`src/rtl/alu_issue_ctrl_if.sv`:
```
// Bundle between the ALU issue controller and its host/ALU environment.
// The master side is the host plus ALU; the slave side is the controller.
interface alu_issue_ctrl_if #(
  parameter int DW  = 8,
  parameter int OPW = 6,
  parameter int RAW = 2
);
  logic                   in_valid;
  logic                   in_ready;
  logic [OPW+3*RAW-1:0]   in_instr;
  logic                   wr_en;
  logic [RAW-1:0]         wr_sel;
  logic [DW-1:0]          wr_data;
  logic [RAW-1:0]         rd_sel;
  logic [DW-1:0]          rd_data;
  logic [DW-1:0]          alu_a;
  logic [DW-1:0]          alu_b;
  logic [OPW-1:0]         alu_op;
  logic [DW-1:0]          alu_c;
  logic                   busy;
  logic                   done;
  logic                   err;

  modport master (
    output in_valid, in_instr, wr_en, wr_sel, wr_data, rd_sel, alu_c,
    input  in_ready, rd_data, alu_a, alu_b, alu_op, busy, done, err
  );

  modport slave (
    input  in_valid, in_instr, wr_en, wr_sel, wr_data, rd_sel, alu_c,
    output in_ready, rd_data, alu_a, alu_b, alu_op, busy, done, err
  );
endinterface

```
`src/rtl/alu_issue_ctrl.sv`:
```
// Issue/writeback controller for the 8-bit clocked ALU: holds a small register
// file, issues one instruction at a time with registered operands and opcode,
// waits out the ALU's one-clock latency and writes the result back.
module alu_issue_ctrl #(
  parameter int DW   = 8,
  parameter int OPW  = 6,
  parameter int NREG = 4,
  parameter int RAW  = 2
) (
  input logic       clk,
  input logic       rst,
  alu_issue_ctrl_if.slave bus
);

  localparam int IW = OPW + 3 * RAW;

  localparam logic [OPW-1:0] OP_ADD     = 6'b101001;
  localparam logic [OPW-1:0] OP_SUB     = 6'b000110;
  localparam logic [OPW-1:0] OP_ZERO    = 6'b000011;
  localparam logic [OPW-1:0] OP_AND     = 6'b011011;
  localparam logic [OPW-1:0] OP_OR      = 6'b011110;
  localparam logic [OPW-1:0] OP_ADD1    = 6'b000001;
  localparam logic [OPW-1:0] OP_SUB1    = 6'b011111;
  localparam logic [OPW-1:0] OP_ADDSUB1 = 6'b010011;
  localparam logic [OPW-1:0] OP_XOR     = 6'b101100;
  localparam logic [OPW-1:0] OP_ADT     = 6'b111110;
  localparam logic [OPW-1:0] OP_BDT     = 6'b110100;
  localparam logic [OPW-1:0] OP_NOTA    = 6'b100000;
  localparam logic [OPW-1:0] OP_NOTB    = 6'b101010;

  typedef enum logic [1:0] {
    IDLE  = 2'd0,
    ISSUE = 2'd1,
    WB    = 2'd2,
    ERR   = 2'd3
  } state_t;

  state_t         state;
  state_t         stateNext;
  logic [DW-1:0]  rf [NREG];
  logic [RAW-1:0] rdQ;

  logic [OPW-1:0] opcode;
  logic [RAW-1:0] rdField;
  logic [RAW-1:0] rsField;
  logic [RAW-1:0] rtField;
  logic           opSupported;
  logic           issueEn;
  logic           hostWrEn;
  logic           inReady;
  logic           busyInt;
  logic           doneInt;
  logic           errInt;

  assign opcode  = bus.in_instr[IW-1 -: OPW];
  assign rdField = bus.in_instr[3*RAW-1 -: RAW];
  assign rsField = bus.in_instr[2*RAW-1 -: RAW];
  assign rtField = bus.in_instr[RAW-1:0];

  // Only opcodes the ALU actually implements may ever reach alu_op.
  always_comb begin
    opSupported = 1'b0;
    case (opcode)
      OP_ADD, OP_SUB, OP_ZERO, OP_AND, OP_OR, OP_ADD1, OP_SUB1,
      OP_ADDSUB1, OP_XOR, OP_ADT, OP_BDT, OP_NOTA, OP_NOTB: opSupported = 1'b1;
      default: opSupported = 1'b0;
    endcase
  end

  // State register.
  always_ff @(posedge clk or posedge rst) begin
    if (rst) state <= IDLE;
    else     state <= stateNext;
  end

  // Next-state and handshake/status decode; a request is taken only in IDLE.
  always_comb begin
    stateNext = state;
    inReady   = 1'b0;
    busyInt   = 1'b1;
    doneInt   = 1'b0;
    errInt    = 1'b0;
    issueEn   = 1'b0;
    case (state)
      IDLE: begin
        inReady = 1'b1;
        busyInt = 1'b0;
        if (bus.in_valid) begin
          if (opSupported) begin
            issueEn   = 1'b1;
            stateNext = ISSUE;
          end else begin
            stateNext = ERR;
          end
        end
      end
      ISSUE: stateNext = WB;
      WB: begin
        doneInt   = 1'b1;
        stateNext = IDLE;
      end
      ERR: begin
        errInt    = 1'b1;
        stateNext = IDLE;
      end
      default: stateNext = IDLE;
    endcase
  end

  assign hostWrEn = (state == IDLE) && bus.wr_en;

  // Operand/opcode registers load on an accepted supported instruction and hold otherwise.
  always_ff @(posedge clk or posedge rst) begin
    if (rst) begin
      bus.alu_a  <= '0;
      bus.alu_b  <= '0;
      bus.alu_op <= OP_ZERO;
      rdQ        <= '0;
    end else if (issueEn) begin
      bus.alu_a  <= rf[rsField];
      bus.alu_b  <= rf[rtField];
      bus.alu_op <= opcode;
      rdQ        <= rdField;
    end
  end

  // Register file: ALU writeback in WB, host writes only while idle.
  always_ff @(posedge clk or posedge rst) begin
    if (rst) begin
      for (int i = 0; i < NREG; i++) rf[i] <= '0;
    end else if (state == WB) begin
      rf[rdQ] <= bus.alu_c;
    end else if (hostWrEn) begin
      rf[bus.wr_sel] <= bus.wr_data;
    end
  end

  assign bus.rd_data  = rf[bus.rd_sel];
  assign bus.in_ready = inReady;
  assign bus.busy     = busyInt;
  assign bus.done     = doneInt;
  assign bus.err      = errInt;

endmodule

```
`src/flat_wrapper.sv`:
```
// flat-port wrapper written by rule: the top's interface ports become plain ports
module alu_issue_ctrl_flat 
#(
  parameter int DW   = 8,
  parameter int OPW  = 6,
  parameter int NREG = 4,
  parameter int RAW  = 2
)
  (clk, rst, bus_in_valid, bus_in_instr, bus_wr_en, bus_wr_sel, bus_wr_data, bus_rd_sel, bus_alu_c, bus_in_ready, bus_rd_data, bus_alu_a, bus_alu_b, bus_alu_op, bus_busy, bus_done, bus_err);
  alu_issue_ctrl_if #(.DW(DW), .OPW(OPW), .RAW(RAW)) bus_i ();
  input logic clk;
  input logic rst;
  input wire logic [$bits(bus_i.in_valid)-1:0] bus_in_valid;
  input wire logic [$bits(bus_i.in_instr)-1:0] bus_in_instr;
  input wire logic [$bits(bus_i.wr_en)-1:0] bus_wr_en;
  input wire logic [$bits(bus_i.wr_sel)-1:0] bus_wr_sel;
  input wire logic [$bits(bus_i.wr_data)-1:0] bus_wr_data;
  input wire logic [$bits(bus_i.rd_sel)-1:0] bus_rd_sel;
  input wire logic [$bits(bus_i.alu_c)-1:0] bus_alu_c;
  output wire logic [$bits(bus_i.in_ready)-1:0] bus_in_ready;
  output wire logic [$bits(bus_i.rd_data)-1:0] bus_rd_data;
  output wire logic [$bits(bus_i.alu_a)-1:0] bus_alu_a;
  output wire logic [$bits(bus_i.alu_b)-1:0] bus_alu_b;
  output wire logic [$bits(bus_i.alu_op)-1:0] bus_alu_op;
  output wire logic [$bits(bus_i.busy)-1:0] bus_busy;
  output wire logic [$bits(bus_i.done)-1:0] bus_done;
  output wire logic [$bits(bus_i.err)-1:0] bus_err;
  assign bus_i.in_valid = bus_in_valid;
  assign bus_i.in_instr = bus_in_instr;
  assign bus_i.wr_en = bus_wr_en;
  assign bus_i.wr_sel = bus_wr_sel;
  assign bus_i.wr_data = bus_wr_data;
  assign bus_i.rd_sel = bus_rd_sel;
  assign bus_i.alu_c = bus_alu_c;
  assign bus_in_ready = bus_i.in_ready;
  assign bus_rd_data = bus_i.rd_data;
  assign bus_alu_a = bus_i.alu_a;
  assign bus_alu_b = bus_i.alu_b;
  assign bus_alu_op = bus_i.alu_op;
  assign bus_busy = bus_i.busy;
  assign bus_done = bus_i.done;
  assign bus_err = bus_i.err;
  alu_issue_ctrl #(.DW(DW), .OPW(OPW), .NREG(NREG), .RAW(RAW)) u_core (.clk(clk), .rst(rst), .bus(bus_i));
endmodule
```
`config.mk`:
```
export PLATFORM = sky130hd
export DESIGN_NAME = alu_issue_ctrl_flat
export DESIGN_NICKNAME = d
export VERILOG_FILES = /design/src/rtl/alu_issue_ctrl_if.sv /design/src/rtl/alu_issue_ctrl.sv /design/src/flat_wrapper.sv
export SDC_FILE = /design/constraint.sdc
export NUM_CORES = 1
export LEC_CHECK = 0
export BUFFER_PORTS_ARGS = -buffer_cell sky130_fd_sc_hd__buf_2
export CAP_MARGIN = 20
export CORE_AREA = 2 2 92 85
export CTS_BUF_LIST = sky130_fd_sc_hd__clkbuf_8
export DETAILED_ROUTE_END_ITERATION = 16
export DIE_AREA = 0 0 94 87
export GPL_TIMING_DRIVEN = 0
export HOLD_SLACK_MARGIN = 0.1
export PLACE_DENSITY = 0.7
export SETUP_SLACK_MARGIN = 0.05
export SLEW_MARGIN = 20
export SYNTH_ARGS = -nofsm -noshare
export SYNTH_HDL_FRONTEND = slang
export SYNTH_SLANG_ARGS = --single-unit
export TNS_END_PERCENT = 5
```
`constraint.sdc`:
```
create_clock -name clk -period 1.7 [get_ports clk]
set_clock_uncertainty 0.05 [all_clocks]
set_input_delay 0 -clock clk [delete_from_list [all_inputs] [get_ports clk]]
set_output_delay 0 -clock clk [all_outputs]
set_load 0.05 [all_outputs]
```
==> summary.md, run 1 <==
| Metric | Value |
|---|---|
| Status | `complete, no violations` |
| Yosys top cell by area | `dfrtp_1` |
| Clk slew on worst S/H paths | `0.06 ns` |
| DRT iter0 DRCs | `200` |
| Power, Total | `7.548 mW` |
| Via density | `5.553` |
| Commonest non-fill, non-tap cell in the layout | `buf_2` |
| Seq/Total Area, Yosys | `between 40% and 50%` |
| Worst EP arrival | `1.85 ns` |
| Library cells used by synthesis | `33` |
| Critical Path RT | `1.88 ns` |
| DR DRC count | `0` |
| Flop pwr share | `35.7%` |
| Slowest cell on crit path | `dfrtp_2` |
| Worst-margin pin slew | `0.6944 ns` |
| Placed Area | `3669 sq um` |
| Worst VDD drop | `approximately 0.61 mV` |
| Worst hold-check path type | `primary input to flop` |
| Critical Path Max Stage Delay | `0.48 ns` |
| CTS sink count | `58` |
| Final Hold Fails | `0` |
| Cell-internal power | `a little over 4 mW` |
| Period utilization | `98.54%` |
| GRT Resource Usage Total | `slightly above 20%` |
| Final Setup Violations | `0` |
| GP Congestion | `0.8441` |
| Leakage | `1.854 nW` |
| Most frequent cells in the layout | `buf_2, dfrtp_1, a22oi_1, dlygate4sd3_1` |
| CORE AREA | `around 7300 sq um` |
| Initial antenna violation count | `0` |
| Normalized max-slew margin | `53.71%` |
| Worst-path cell chain | `nand2b_4 > clkinvlp_4 > and3_4 > a31o_4 > buf_6 > nor2_4 > a21oi_2` |
| Post-route minimum period | `1.675 ns` |
| Sum Neg Setup Slack | `0 ns` |
| Number of H-tree levels | `3` |
| Post-synth top area share | `44.09%` |
| Combinational share of power | `48.8%` |
| Clock power frac | `15.5%` |
| Routed Antenna Nets | `0` |
| Max Cap Violations | `0` |
| Sw frac | `45.74%` |
| Type of the worst setup path | `flop to flop` |
| Clock buffer depth | `2` |
| Synth Instances | `268` |
| Highest clock rate | `a little under 600 MHz` |
| Antenna cells | `0` |
| RSZ-0062 raised after global routing | `yes` |
| Pre-CTS WS | `-0.3378 ns` |
| Die Y | `87 microns` |
| Area Growth Syn to Fin | `35.51%` |
| Register bit count reported by yosys | `58` |
| Worst skew pair latency | `0.34 ns` |
| Final Max Slew Viols | `0` |
| Nets | `419` |
| Synth Net Count | `307` |
| Synthesized area | `3178 sq um` |
| Clk root buf | `clkbuf_8` |
| Final instance area | `4307 sq um` |
| Via count | `approximately 2,700` |
| Post-route setup slack | `0.02488 ns` |
| Syn Area/Cell | `11.86 sq um` |
| CP Launch Type | `flop` |
| Rows | `30` |
| Worst-path fanout max | `8` |
| Per-cell routed wire length | `16.83 microns` |
| CTS tree | `done` |
| Yosys warning count | `0` |
| Worst hold margin | `roughly 0.13 ns` |
| Initial core utilization | `roughly 43%` |
| Largest net degree at the start of global routing | `a little under 60` |
| Hpwl dp | `about 5.6 mm` |
| Top cells by area, synth | `dfrtp_1, mux4_2, mux2_2` |
| Global-route wire length before repair | `12.67 mm` |
| Switching Power | `3.452 mW` |
| PD cells | `approximately 1800 nW/um^2` |
| Setup crit end kind | `flop` |
| Routed WL | `8.095 mm` |
| Port Buffer Count | `63` |
| Die X-Extent | `between 90 and 100 microns` |
| CTS Buf Count | `9` |
| DIE AREA | `8178 sq um` |
| Layout cells sized above 1 | `about 45%` |
| Global route overflow | `0` |
| Top Ports | `70` |
| Detailed-router iteration count before antenna repair | `5` |
| Vias in the first global route | `2,565` |
[synthesized netlist by cell type, drive strengths merged]
master  instances
nand2b          2
nor2           29
nor3b           1
a31oi           3
dfrtp          56
ha              3
nor4b           1
o32ai           1
and2            2
nor3            3
nand2           9
and3            3
a2111o          1
mux2i           1
nor4bb          1
dfstp           2
o21ai          12
clkbuf          6
a22oi          32
a31o            1
mux2           23
or2b            1
inv            10
a21oi          28
buf            10
mux4           24
nor2b           1
nand3           2
[logic make-up after synthesis]
family	synth area share [%]
and+or+nand+nor	8.268
adders and majority gates	1.181
DFF	45.75
buffers and inverters	3.622
muxes	25.47
AOI/OAI and AO/OA	15.71
[stage by stage]
stage	instances	util [%]
detailed placement	427	50.12
global route	481	58.84
CTS	476	57.35
finish	481	58.84
floorplan	268	-
global placement	427	50.09
[cell type report]
type                    instances  area, sq um
fillers                       603         3013
clock buffers                  12        165.2
repair buffers                104        693.2
well taps                      96        120.1
flip-flops and latches         58         1456
multi-input cells             184         1735
clock inverters                 4        17.52
inverters                      10        43.79
plain buffers                  13        75.07
[worst max-delay path, delay by kind of cell (launching register included)]
family          cells  cell delay, ns
compound gates      2            0.28
buf+inv             2            0.31
flops               1            0.48
simple gates        3            0.44
[state kept, by name, summed over array words and instances (netlist names)]
register and flops:
u_core.bus.alu_b 8, u_core.rf 32, u_core.bus.alu_a 8, u_core.bus.alu_op 6, u_core.state 2, u_core.rdQ 2
[metal layers]
metal | vias up | global-route usage, % | wire [microns]
met5 | - | 0 | 0
met4 | 0 | 7.773 | 129
met3 | 12 | 3.983 | 535
met2 | 88 | 32.27 | 3969
met1 | 1316 | 27.64 | 3460
li1 | 1255 | - | -
[power groups by stage]
stage          sequential (mW)  clock [mW]  combinational (mW)
5_1_grt                   2.79        1.23                3.93
3_3_place_gp              2.61           0                3.40
4_1_cts                   2.66        1.19                3.58
2_1_floorplan             3.38           0                1.93
6_report                  2.69        1.17                3.69
3_5_place_dp              2.67           0                3.46
[path summary, 6_finish.rpt]
path / start / depth (start not counted) / to / slack, ns
worst min register to register: u_core.bus.alu_b[6] / 1 / u_core.bus.alu_b[6] / 0.44
worst max-delay path: u_core.state[1] / 7 / u_core.rf[1] / 0.02
max in group asynchronous: rst / 3 / u_core.state[1] / 0.84
min in group asynchronous: rst / 3 / u_core.bus.alu_b[2] / 0.27
worst min-delay path: bus_in_instr[10] / 4 / u_core.state[1] / 0.13
worst max register to register: u_core.state[1] / 7 / u_core.rf[1] / 0.02
[repair_timing]
| action | in CTS | in global routing |
|---|---|---|
| pin swaps | 1 | 4 |
| setup buffers | 6 | 6 |
| endpoints found under the hold margin | 98 | 0 |
| hold buffers | 28 | 0 |
| setup endpoints to repair | 52 | 55 |
| gates cloned | 1 | 0 |
| gates resized for setup | 9 | 20 |
Note: power is estimated with default switching activity, not from simulation.
==> run 2: changes to the inputs <==
--- a/config.mk
+++ b/config.mk
@@ -8,7 +8,6 @@
 export BUFFER_PORTS_ARGS = -buffer_cell sky130_fd_sc_hd__buf_2
 export CAP_MARGIN = 20
 export CORE_AREA = 2 2 92 85
-export CTS_BUF_LIST = sky130_fd_sc_hd__clkbuf_8
 export DETAILED_ROUTE_END_ITERATION = 16
 export DIE_AREA = 0 0 94 87
 export GPL_TIMING_DRIVEN = 0
==> run 2 against run 1 <==
Register-to-register slack hardly changed. Sequential share of layout area stayed put. Total power is 0.32% higher. Global-route usage stayed put. Worst hold slack worse by 0.0034 ns. Setup slack worse by 0.0052 ns. Final area stayed put. Non-clock buffer count stayed put. Largest power group unchanged.
==> summary.md, run 2 (synthesis results as in run 1) <==
| Metric | Value |
|---|---|
| Global route overflow | `0` |
| PD cells | `1758 nW/um^2` |
| Critical Path RT | `1.88 ns` |
| Number of H-tree levels | `3` |
| Final Setup Violations | `0` |
| Slowest cell on crit path | `dfrtp_2` |
| Via count | `between 2,000 and 3,000` |
| Final Hold Fails | `0` |
| Highest clock rate | `between 500 and 600 MHz` |
| CTS Buf Count | `9` |
| Clk root buf | `clkbuf_8` |
| Port Buffer Count | `63` |
| DIE AREA | `8178 sq um` |
| Worst-margin pin slew | `0.6899 ns` |
| Worst skew pair latency | `between 0.3 and 0.4 ns` |
| Area Growth Syn to Fin | `35.51%` |
| Routed Antenna Nets | `0` |
| Nets | `419` |
| Rows | `30` |
| Type of the worst setup path | `flop to flop` |
| Worst EP arrival | `1.86 ns` |
| GRT Resource Usage Total | `approximately 20%` |
| Status | `complete, no violations` |
| CP Launch Type | `flop` |
| Top Ports | `70` |
| Leakage | `~1.8 nW` |
| Fill count | `603` |
| Routed WL | `8.138 mm` |
| Setup crit end kind | `flop` |
| Clk slew on worst S/H paths | `0.06 ns` |
| Layout cells sized above 1 | `between 40% and 50%` |
| Max FFs per register | `32` |
| Hpwl dp | `5.638 mm` |
| Initial core utilization | `between 40% and 50%` |
| Worst-path fanout max | `8` |
| Final Max Slew Viols | `0` |
| Sum Neg Setup Slack | `0 ns` |
| Clock buffer depth | `2` |
| Worst VDD drop | `0.6155 mV` |
| Post-route setup slack | `0.01971 ns` |
| Die Y | `slightly below 90 microns` |
| Normalized max-slew margin | `a little over half` |
| Worst-path cell chain | `nand2b_4 > clkinvlp_4 > and3_4 > a31o_4 > buf_6 > nor2_4 > a21oi_2` |
| DRT iter0 DRCs | `about 180` |
| Period utilization | `98.84%` |
| Vias in the first global route | `2,565` |
| Post-route minimum period | `1.680 ns` |
| DR DRC count | `0` |
| Worst hold-check path type | `primary input to flop` |
| Biggest register | `u_core.rf` |
| Commonest non-fill, non-tap cell in the layout | `buf_2` |
| Die X-Extent | `~94 microns` |
| Placed Instances | `~430` |
| Initial antenna violation count | `0` |
| RSZ-0062 raised after global routing | `yes` |
| Max Cap Violations | `0` |
| Pre-CTS WS | `-0.3378 ns` |
| Fin util | `58.84%` |
| Regs by FF count | `u_core.rf (32), u_core.bus.alu_a (8), u_core.bus.alu_b (8)` |
| Most frequent cells in the layout | `buf_2, dfrtp_1, a22oi_1, dlygate4sd3_1` |
| CORE AREA | `about 7300 sq um` |
| CTS tree | `done` |
| Via density | `5.622` |
| Largest net degree at the start of global routing | `59` |
| CTS sink count | `58` |
| Global-route wire length before repair | `12.67 mm` |
| Worst hold margin | `0.1278 ns` |
| Detailed-router iteration count before antenna repair | `5` |
| GP Congestion | `approximately 0.84` |
| Per-cell routed wire length | `16.92 microns` |
| Non-Filler Instances | `481` |
| Antenna cells | `0` |
| Critical Path Max Stage Delay | `0.48 ns` |
## run 2: layout make-up
class                   count  area, sq um  share of cell area [%]
plain buffers              13        75.07                   1.743
clock buffers              14        172.7                   4.009
clock inverters             2        10.01                  0.2324
inverters                  10        43.79                   1.017
multi-input cells         184         1735                   40.30
flip-flops and latches     58         1456                   33.82
well taps                  96        120.1                   2.789
repair buffers            104        693.2                   16.10
## run 2: layer usage
layer | GRT usage, % | part of all wire, % | vias to the layer above
li1 | - | - | 1250
met2 | 32.27 | 49 | 106
met3 | 3.983 | 5.6 | 14
met4 | 7.773 | 1.6 | 0
met1 | 27.64 | 44 | 1334
met5 | 0 | 0 | -
## run 2: worst paths after layout
| kind | slack (ns) | to | cells after the start | start |
|---|---|---|---|---|
| hold / removal | 0.13 | u_core.state[1] | 4 | bus_in_instr[10] |
| max in group asynchronous | 0.85 | u_core.state[1] | 3 | rst |
| setup / recovery | 0.02 | u_core.rf[1] | 7 | u_core.state[1] |
| hold reg to reg | 0.44 | u_core.bus.alu_b[6] | 1 | u_core.bus.alu_b[6] |
| min in group asynchronous | 0.26 | u_core.bus.alu_b[2] | 3 | rst |
| setup reg to reg | 0.02 | u_core.rf[1] | 7 | u_core.state[1] |
## run 2: metrics by stage
stage          instance area (sq um)  power (mW)
6_report                        4307       7.572
5_1_grt                         4307       7.960
4_1_cts                         4198       7.437
3_5_place_dp                    3669       6.128
3_3_place_gp                    3666       6.011
2_1_floorplan                   3231       5.305
## run 2: repair_timing
item / 4_1_cts / 5_1_grt
gates cloned: 1 / 0
hold buffers: 28 / 0
pin swaps: 1 / 4
gates resized for setup: 9 / 20
setup endpoints to repair: 52 / 55
setup buffers: 6 / 6
endpoints found under the hold margin: 98 / 0
## run 2: power by group
part	leakage [nW]	switching (mW)	internal, mW
Combinational	1.05	2.28	1.41
Sequential	0.702	0.638	2.06
Clock	0.0965	0.543	0.644
## run 2: critical path: cells and delay by family (launching register included)
family	cells	cell delay, ns
buf+inv	2	0.32
flops	1	0.48
compound gates	2	0.28
simple gates	3	0.44
